## src/rtl/serial_add_ctrl.sv

```systemverilog
// Bit-serial adder with a start/ready/done handshake. Operands are added one bit per
// clock cycle, LSB first. The sum is assembled MSB-in in a shift register.

module half_adder_str (
    input  logic x,
    input  logic y,
    output logic s,
    output logic c
);
    xor g_s (s, x, y);
    and g_c (c, x, y);
endmodule

module serial_add_ctrl #(
    parameter int WIDTH = 8
) (
    input  logic             clk,
    input  logic             rst_n,
    input  logic             start,
    input  logic [WIDTH-1:0] a,
    input  logic [WIDTH-1:0] b,
    input  logic             cin,
    output logic             ready,
    output logic             busy,
    output logic [WIDTH-1:0] sum,
    output logic             cout,
    output logic             done
);
    localparam int CW = $clog2(WIDTH);

    typedef enum logic [1:0] {IDLE, RUN, DONE} state_t;

    state_t           state_reg, state_next;
    logic [WIDTH-1:0] a_sh_reg, b_sh_reg, sum_reg;
    logic             carry_reg, cout_reg;
    logic [CW-1:0]    cnt_reg;
    logic             accept, last_bit;

    // Full-adder cell: two half adders, their carries merged by an OR gate.
    logic ha0_s, ha0_c, bit_s, ha1_c, carry_out;

    half_adder_str u_ha0 (.x(a_sh_reg[0]), .y(b_sh_reg[0]), .s(ha0_s), .c(ha0_c));
    half_adder_str u_ha1 (.x(ha0_s),       .y(carry_reg),   .s(bit_s), .c(ha1_c));
    or g_carry (carry_out, ha0_c, ha1_c);

    always_ff @(posedge clk or negedge rst_n) begin
        if (!rst_n) begin
            state_reg <= IDLE;
        end else begin
            state_reg <= state_next;
        end
    end

    always_comb begin
        state_next = state_reg;
        ready      = 1'b0;
        busy       = 1'b0;
        done       = 1'b0;
        accept     = 1'b0;
        last_bit   = (cnt_reg == CW'(WIDTH - 1));
        case (state_reg)
            IDLE: begin
                ready = 1'b1;
                if (start) begin
                    accept     = 1'b1;
                    state_next = RUN;
                end
            end
            RUN: begin
                busy = 1'b1;
                if (last_bit) begin
                    state_next = DONE;
                end
            end
            DONE: begin
                done       = 1'b1;
                state_next = IDLE;
            end
            default: begin
                state_next = IDLE;
            end
        endcase
    end

    always_ff @(posedge clk or negedge rst_n) begin
        if (!rst_n) begin
            a_sh_reg  <= '0;
            b_sh_reg  <= '0;
            sum_reg   <= '0;
            carry_reg <= 1'b0;
            cout_reg  <= 1'b0;
            cnt_reg   <= '0;
        end else if (accept) begin
            a_sh_reg  <= a;
            b_sh_reg  <= b;
            carry_reg <= cin;
            cnt_reg   <= '0;
            sum_reg   <= '0;
        end else if (busy) begin
            a_sh_reg  <= a_sh_reg >> 1;
            b_sh_reg  <= b_sh_reg >> 1;
            sum_reg   <= {bit_s, sum_reg[WIDTH-1:1]};
            carry_reg <= carry_out;
            if (last_bit) begin
                // Counter wraps to 0 so it never leaves 0..WIDTH-1.
                cnt_reg  <= '0;
                cout_reg <= carry_out;
            end else begin
                cnt_reg <= cnt_reg + 1'b1;
            end
        end
    end

    assign sum  = sum_reg;
    assign cout = cout_reg;
endmodule
```

## config.mk

```make
export PLATFORM = sky130hd
export DESIGN_NAME = serial_add_ctrl
export DESIGN_NICKNAME = d
export VERILOG_FILES = /design/src/rtl/serial_add_ctrl.sv
export SDC_FILE = /design/constraint.sdc
export NUM_CORES = 1
export LEC_CHECK = 0
export BUFFER_PORTS_ARGS = -buffer_cell sky130_fd_sc_hd__clkbuf_2
export CAP_MARGIN = 10
export CORE_UTILIZATION = 50
export CTS_CLUSTER_DIAMETER = 200
export DETAILED_ROUTE_END_ITERATION = 8
export GPL_ROUTABILITY_DRIVEN = 0
export HOLD_SLACK_MARGIN = 0.03
export PLACE_DENSITY = 0.73
export SYNTH_ARGS = -nofsm -noshare
export SYNTH_HDL_FRONTEND = slang
export SYNTH_SLANG_ARGS = --single-unit
```

## constraint.sdc

```tcl
create_clock -name clk -period 1.8 [get_ports clk]
set_clock_uncertainty 0.2 [all_clocks]
set_input_delay 0.45 -clock clk [delete_from_list [all_inputs] [get_ports clk]]
set_output_delay 0.45 -clock clk [all_outputs]
set_load 0.005 [all_outputs]
```

==> impl_results.md, run 1 <==
- Run status: finished with violations
- Failing checks: design-rule violations
- Largest net degree at the start of global routing: 32
- Area of the multi-input gates: 656 sq um
- FMAX: 556 MHz
- Worst path bufs/invs: 2
- Antenna Cells: 0
- Drt first pass iters: 6
- FF-to-FF setup slack: 0.19 ns
- Setup ws final: 0.000565 ns
- Register Area: 778 sq um
- DIE HEIGHT: 57.0 um
- Starting Density: 54.0%
- Netlist cell types: 28
- Layout Utilization: 65.5%
- Max-slew violations: 0
- Clk sink count: 31
- Max-slew headroom: 73.7%
- First-iteration detailed-routing DRC count: 49
- Startpoint Class: register
- Max incr delay on CP: 0.46 ns
- Kind of critical path: reg -> out
- Critical path, cell by cell: buf_6, nor2b_1, clkbuf_2
- CTS tree: done
- Mapped Area: 1510 sq um
- Top cell type's share of synthesized area: 51.2%
- I/O Buffers: 31
- Static Leakage: 0.895 nW
- Clock latency at the later pin of the worst-skew pair: 0.33 ns
- WL/cell: 14.9 um
- Max stage delay cell, worst path: dfrtp_2
- FF-to-FF path depth: 4
- Min cycle time layout: 1.80 ns
- Final number of setup-violating endpoints: 0
- IO Pins: 32
- FF-to-FF Start: state_reg[0]$_DFFE_PN0P_
- Hold/Removal Path Class: in -> reg
- Hold Path End: b_sh_reg[7]$_DFFE_PN0P_
- DRC Markers: 11
- Mapped Cells: 132
- Layout cells sized above 1: 45.1%
- Longest Clk Path Bufs: 2
- Max-Cap Viols: 0
- Seq/Total Area, Yosys: 51.2%
- Post-route ant nets: 0
- Crit-path max FO: 4
- Aggregate global-route resource usage: 21.6%
- Total grt overflow: 0
- Die W: 57.0 um
- Delay-heaviest family, CP: flip-flops
- WP data required: 1.15 ns
- Die area: 3250 sq um
- Fill count: 224
- Yosys Warn Count: 0
- Drt total wl: 3.05 mm
- First-pass GRT wire length: 5.26 mm
- Worst-path clk slew: 0.10 ns
- Setup WS pre-CTS: 0.223 ns
- Detailed-route vias per instance: 5.58
- Worst hold stages: 2
- FF-to-FF End: b_sh_reg[6]$_DFFE_PN0P_
- Top post-synthesis cells by area: dfrtp_1 51%, nor3_2 6.6%, nor3b_2 5.8%
- Measured slew at the worst slew-check pin: 0.394 ns
- Vias in the first global route: 1171
- Post-DP HPWL: 2.01 mm
- Avg Synthesized Cell Area: 11.5 sq um
- Fin nets: 195
- H-tree Lvls: 2
- Syn Nets: 155
- Setup TNS: 0 ns
- Root buf cell: clkbuf_4
- Core area: 2810 sq um
- RSZ-0062 raised after global routing: yes
- Num CTS Buffers: 5
- Yosys reg bits: 31
- Worst VDD drop: 0.000804 V
- Power per cell area: 1650 nW/um^2
- Via count: 1138
- Largest area contributor in the netlist: dfrtp_1
- Post-route clock period utilization: 100%
- Hold_sp: b[7]
- Worst Path Arrival: 1.15 ns
- Site Rows: 19
- CP Capture Type: output port
- Fin. Hold Viols: 0
- Initial antenna violation count: 0
- Layout area overhead: 21.3%
==> layout by cell type, fill, tap and decap left out <==
master,count
clkbuf_8,1
o21ai_1,2
buf_6,1
dlygate4sd3_1,1
a221oi_1,1
dfrtp_1,29
nand3b_2,1
clkbuf_4,5
nor4b_1,1
nor3_1,17
a211oi_1,1
nor3_2,10
nand2b_2,1
buf_4,11
dfrtp_2,2
a32o_1,2
clkinv_2,1
o21bai_4,1
o21ba_2,1
inv_1,3
nand2_1,3
nor3b_2,7
nor2_2,1
o32ai_1,1
inv_2,2
a22o_1,9
o31ai_1,1
clkbuf_2,31
fa_1,1
ha_1,2
a21oi_1,1
nor3b_1,6
nor2_1,12
nand2b_4,1
bufinv_16,1
nor2b_1,2
==> worst max-delay path by stage <==
stage | from | end | slack, ns | cells after the start
4_1_cts | state_reg[1]$_DFFE_PN0P_ | done | -0.005 | 3
5_1_grt | state_reg[1]$_DFFE_PN0P_ | done | -0.04 | 3
3_5_place_dp | state_reg[0]$_DFFE_PN0P_ | carry_reg$_DFFE_PN0P_ | 0.22 | 3
6_report | state_reg[1]$_DFFE_PN0P_ | done | 0.0006 | 3
2_1_floorplan | state_reg[0]$_DFFE_PN0P_ | done | 0.29 | 3
3_3_place_gp | state_reg[1]$_DFFE_PN0P_ | busy | 0.29 | 3
==> cell families after synthesis <==
group,share of synthesized area [%]
buffers and inverters,5.95
flip-flops,51.2
AND/OR/NAND/NOR,28.3
AO/OA/AOI/OAI,11.6
adder cells (fa/ha/maj),2.97
==> Yosys cell counts (all sizes together) <==
library cell / number
nor2b: 2
nor4b: 1
nand2: 3
o21bai: 1
a21oi: 1
a32o: 2
o32ai: 1
inv: 5
o31ai: 1
o21ba: 1
nand3b: 1
a221oi: 1
a22o: 9
nor2: 13
ha: 2
nor3: 27
fa: 1
buf: 11
dfrtp: 31
a211oi: 1
nor3b: 13
o21ai: 2
nand2b: 2
==> per-stage QoR <==
step                      power (mW)  hold slack (ns)  std cells  instance area (sq um)
after global routing            3.27            0.144        204                   1840
after floorplan                 2.09          -0.0456        132                   1510
after global placement          2.34            0.269        189                   1680
after CTS                       3.05            0.158        202                   1820
after detailed placement        2.41            0.288        189                   1680
final                           3.04            0.166        204                   1840
==> area by class of cell <==
cell class / count / share of cell area, %
Clock inverter: 2 / 1.91
Timing Repair Buffer: 44 / 14.1
Inverter: 5 / 1.02
Sequential cell: 31 / 42.4
Multi-Input combinational cell: 85 / 35.7
Clock buffer: 6 / 2.79
Tap cell: 31 / 2.11
==> worst reg2reg max path, cell delays in order (launching register included) <==
cell	delay [ns]
dfrtp_2	0.47
buf_4	0.18
nand2b_2	0.31
nor3_1	0.27
nor3_2	0.07
==> per-layer routing <==
metal  track usage (%)  wire, um  up-vias
met4              9.41        67        0
met5                 0         0        -
li1                  -         -      548
met1              25.9      1330      554
met3              7.26       133        8
met2              35.5      1510       28
==> what timing repair did <==
action,4_1_cts,5_1_grt
endpoints found under the hold margin,31,0
resized for setup,5,0
cloned,0,0
setup buffers,4,2
endpoints found under the setup margin,3,3
hold buffers,1,0
==> where the power goes <==
group	switching (mW)	total [mW]	leakage, nW	internal, mW
sequential	0.216	1.23	0.376	1.01
clock	0.249	0.578	0.0482	0.328
combinational	0.594	1.23	0.471	0.635
total	1.06	3.04	0.895	1.98
No activity file was read; power rests on OpenSTA's default activity.
==> inputs of run 2 (changes only) <==
- SETUP_SLACK_MARGIN: unset -> 0.1
==> impl_results.md, run 2 (synthesis gave the netlist of run 1 again) <==
- Max-slew violations: 0 (unchanged)
- Fin nets: 195 (unchanged)
- Crit-path max FO: 4 (unchanged)
- Fin. Hold Viols: 0 (unchanged)
- Largest net degree at the start of global routing: 32 (unchanged)
- RSZ-0062 raised after global routing: yes
- Layout Utilization: 65.8% (+0.36 points)
- Worst path bufs/invs: 2 (unchanged)
- WL/cell: 14.8 um (-0.59%)
- Root buf cell: clkbuf_4
- Kind of critical path: reg -> out
- FF-to-FF Start: state_reg[0]$_DFFE_PN0P_
- Num CTS Buffers: 5 (unchanged)
- Run status: finished with violations
- Commonest non-fill, non-tap cells in the layout: 31 x clkbuf_2, 29 x dfrtp_1, 16 x nor3_1, 12 x nor2_1
- Core area: 2810 sq um (unchanged)
- Detailed-route vias per instance: 5.56 (-0.26%)
- Longest Clk Path Bufs: 2 (unchanged)
- Worst Path Arrival: 1.15 ns (about the same)
- Vias in the first global route: 1171 (unchanged)
- Worst-path clk slew: 0.10 ns (about the same)
- H-tree Lvls: 2 (unchanged)
- Layout cells sized above 1: 45.7% (+0.58 points)
- Critical path, cell by cell: buf_6, nor2b_1, clkbuf_2
- WP data required: 1.15 ns (about the same)
- Clk sink count: 31 (unchanged)
- Max-Cap Viols: 0 (unchanged)
- Min cycle time layout: 1.80 ns (+0.000551 ns)
- FMAX: 556 MHz (about the same)
- Startpoint Class: register
- Antenna Cells: 0 (unchanged)
- Via count: 1135 (-0.26%)
- Post-DP HPWL: 2.01 mm (unchanged)
- Initial antenna violation count: 0 (unchanged)
- Delay-heaviest family, CP: flip-flops
- IO Pins: 32 (unchanged)
- Top routing layer used: met4
- Setup ws final: 0.0000141 ns (-0.000551 ns)
- DIE HEIGHT: 57.0 um (unchanged)
- DRC Markers: 11 (unchanged)
- Met2 Wirelength: 1.51 mm (-0.26%)
- Max stage delay cell, worst path: dfrtp_2
- Failing checks: design-rule violations
- Met1 Wirelength: 1.32 mm (-1.1%)
- Site Rows: 19 (unchanged)
- Aggregate global-route resource usage: 21.6% (unchanged)
- Met3 WL: 133 um (unchanged)
- Static Leakage: 0.905 nW (+1.2%)
- Clock latency at the later pin of the worst-skew pair: 0.33 ns (about the same)
- Layout area overhead: 22.0%
- Fill count: 223 (-0.45%)
- Post-route clock period utilization: 100% (about the same)
- I/O Buffers: 31 (unchanged)
- CP Capture Type: output port
- Starting Density: 54.0% (unchanged)
- Max-slew headroom: 73.7% (about the same)
- Hold/Removal Path Class: in -> reg
- Final number of setup-violating endpoints: 0 (unchanged)
- Max incr delay on CP: 0.46 ns (about the same)
- Setup WS pre-CTS: 0.223 ns (unchanged)
- First-iteration detailed-routing DRC count: 46 (-6.1%)
- Hold_sp: b[7]
- Most common cell after layout, fill and taps aside: clkbuf_2
- Launch point of the worst path: state_reg[1]$_DFFE_PN0P_
- CTS tree: done
- Worst VDD drop: 0.000796 V (-1.1%)
- Drt first pass iters: 6 (unchanged)
- Measured slew at the worst slew-check pin: 0.394 ns (-0.0000297 ns)
- Die W: 57.0 um (unchanged)
- Power per cell area: 1650 nW/um^2 (-0.47%)
- First-pass GRT wire length: 5.26 mm (unchanged)
- Die area: 3250 sq um (unchanged)
- Post-route ant nets: 0 (unchanged)
- Total grt overflow: 0 (unchanged)
- Drt total wl: 3.03 mm (-0.59%)
[run 2: worst paths after layout]
| kind | end | slack [ns] | depth (start not counted) |
|---|---|---|---|
| worst max-delay path | done | 0.00001 | 3 |
| worst min-delay path | b_sh_reg[7]$_DFFE_PN0P_ | 0.17 | 2 |
| worst max register to register | a_sh_reg[0]$_DFFE_PN0P_ | 0.26 | 4 |
| worst min register to register | cout$_DFFE_PN0P_ | 0.31 | 2 |
| max in group asynchronous | state_reg[1]$_DFFE_PN0P_ | 0.65 | 3 |
| min in group asynchronous | sum[6]$_DFFE_PN0P_ | 0.45 | 3 |
[run 2: through the flow]
stage | setup TNS [ns] | instance area [sq um] | hold slack (ns) | total power [mW] | std cells
floorplan | 0 | 1510 | -0.0456 | 2.09 | 132
global placement | 0 | 1680 | 0.269 | 2.34 | 189
detailed placement | 0 | 1680 | 0.288 | 2.41 | 189
CTS | -0.00493 | 1820 | 0.158 | 3.05 | 202
global route | -0.0714 | 1850 | 0.144 | 3.28 | 204
finish | 0 | 1850 | 0.167 | 3.04 | 204
[run 2: routing by layer]
metal | global-route usage, % | up-vias
met5 | 0 | -
met4 | 9.41 | 0
met3 | 7.26 | 8
met2 | 35.5 | 28
met1 | 25.9 | 551
li1 | - | 548
[run 2: layout make-up]
type | instances | area (sq um) | area share [%]
sequential | 31 | 778 | 42.1
clock buffer | 6 | 51.3 | 2.78
multi-input combinational | 85 | 666 | 36.0
inverter | 5 | 18.8 | 1.02
tap | 31 | 38.8 | 2.10
clock inverter | 2 | 35.0 | 1.90
timing repair buffer | 44 | 259 | 14.0
[run 2: repair_timing]
action / in CTS / in global routing
setup endpoints to repair: 3 / 5
hold buffers: 1 / 0
hold endpoints to repair: 31 / 0
pin swaps: 0 / 0
buffers inserted: 4 / 2
gates resized for setup: 5 / 2
[run 2: where the power goes]
part,internal (mW),switching (mW)
Combinational,0.640,0.595
Sequential,1.01,0.215
Clock,0.328,0.248
Total,1.98,1.06
[run 2: worst register-to-register path: stages, from the launching register on]
cell,delay [ns]
dfrtp_2,0.47
buf_4,0.18
buf_4,0.17
o32ai_1,0.31
nor3_1,0.09
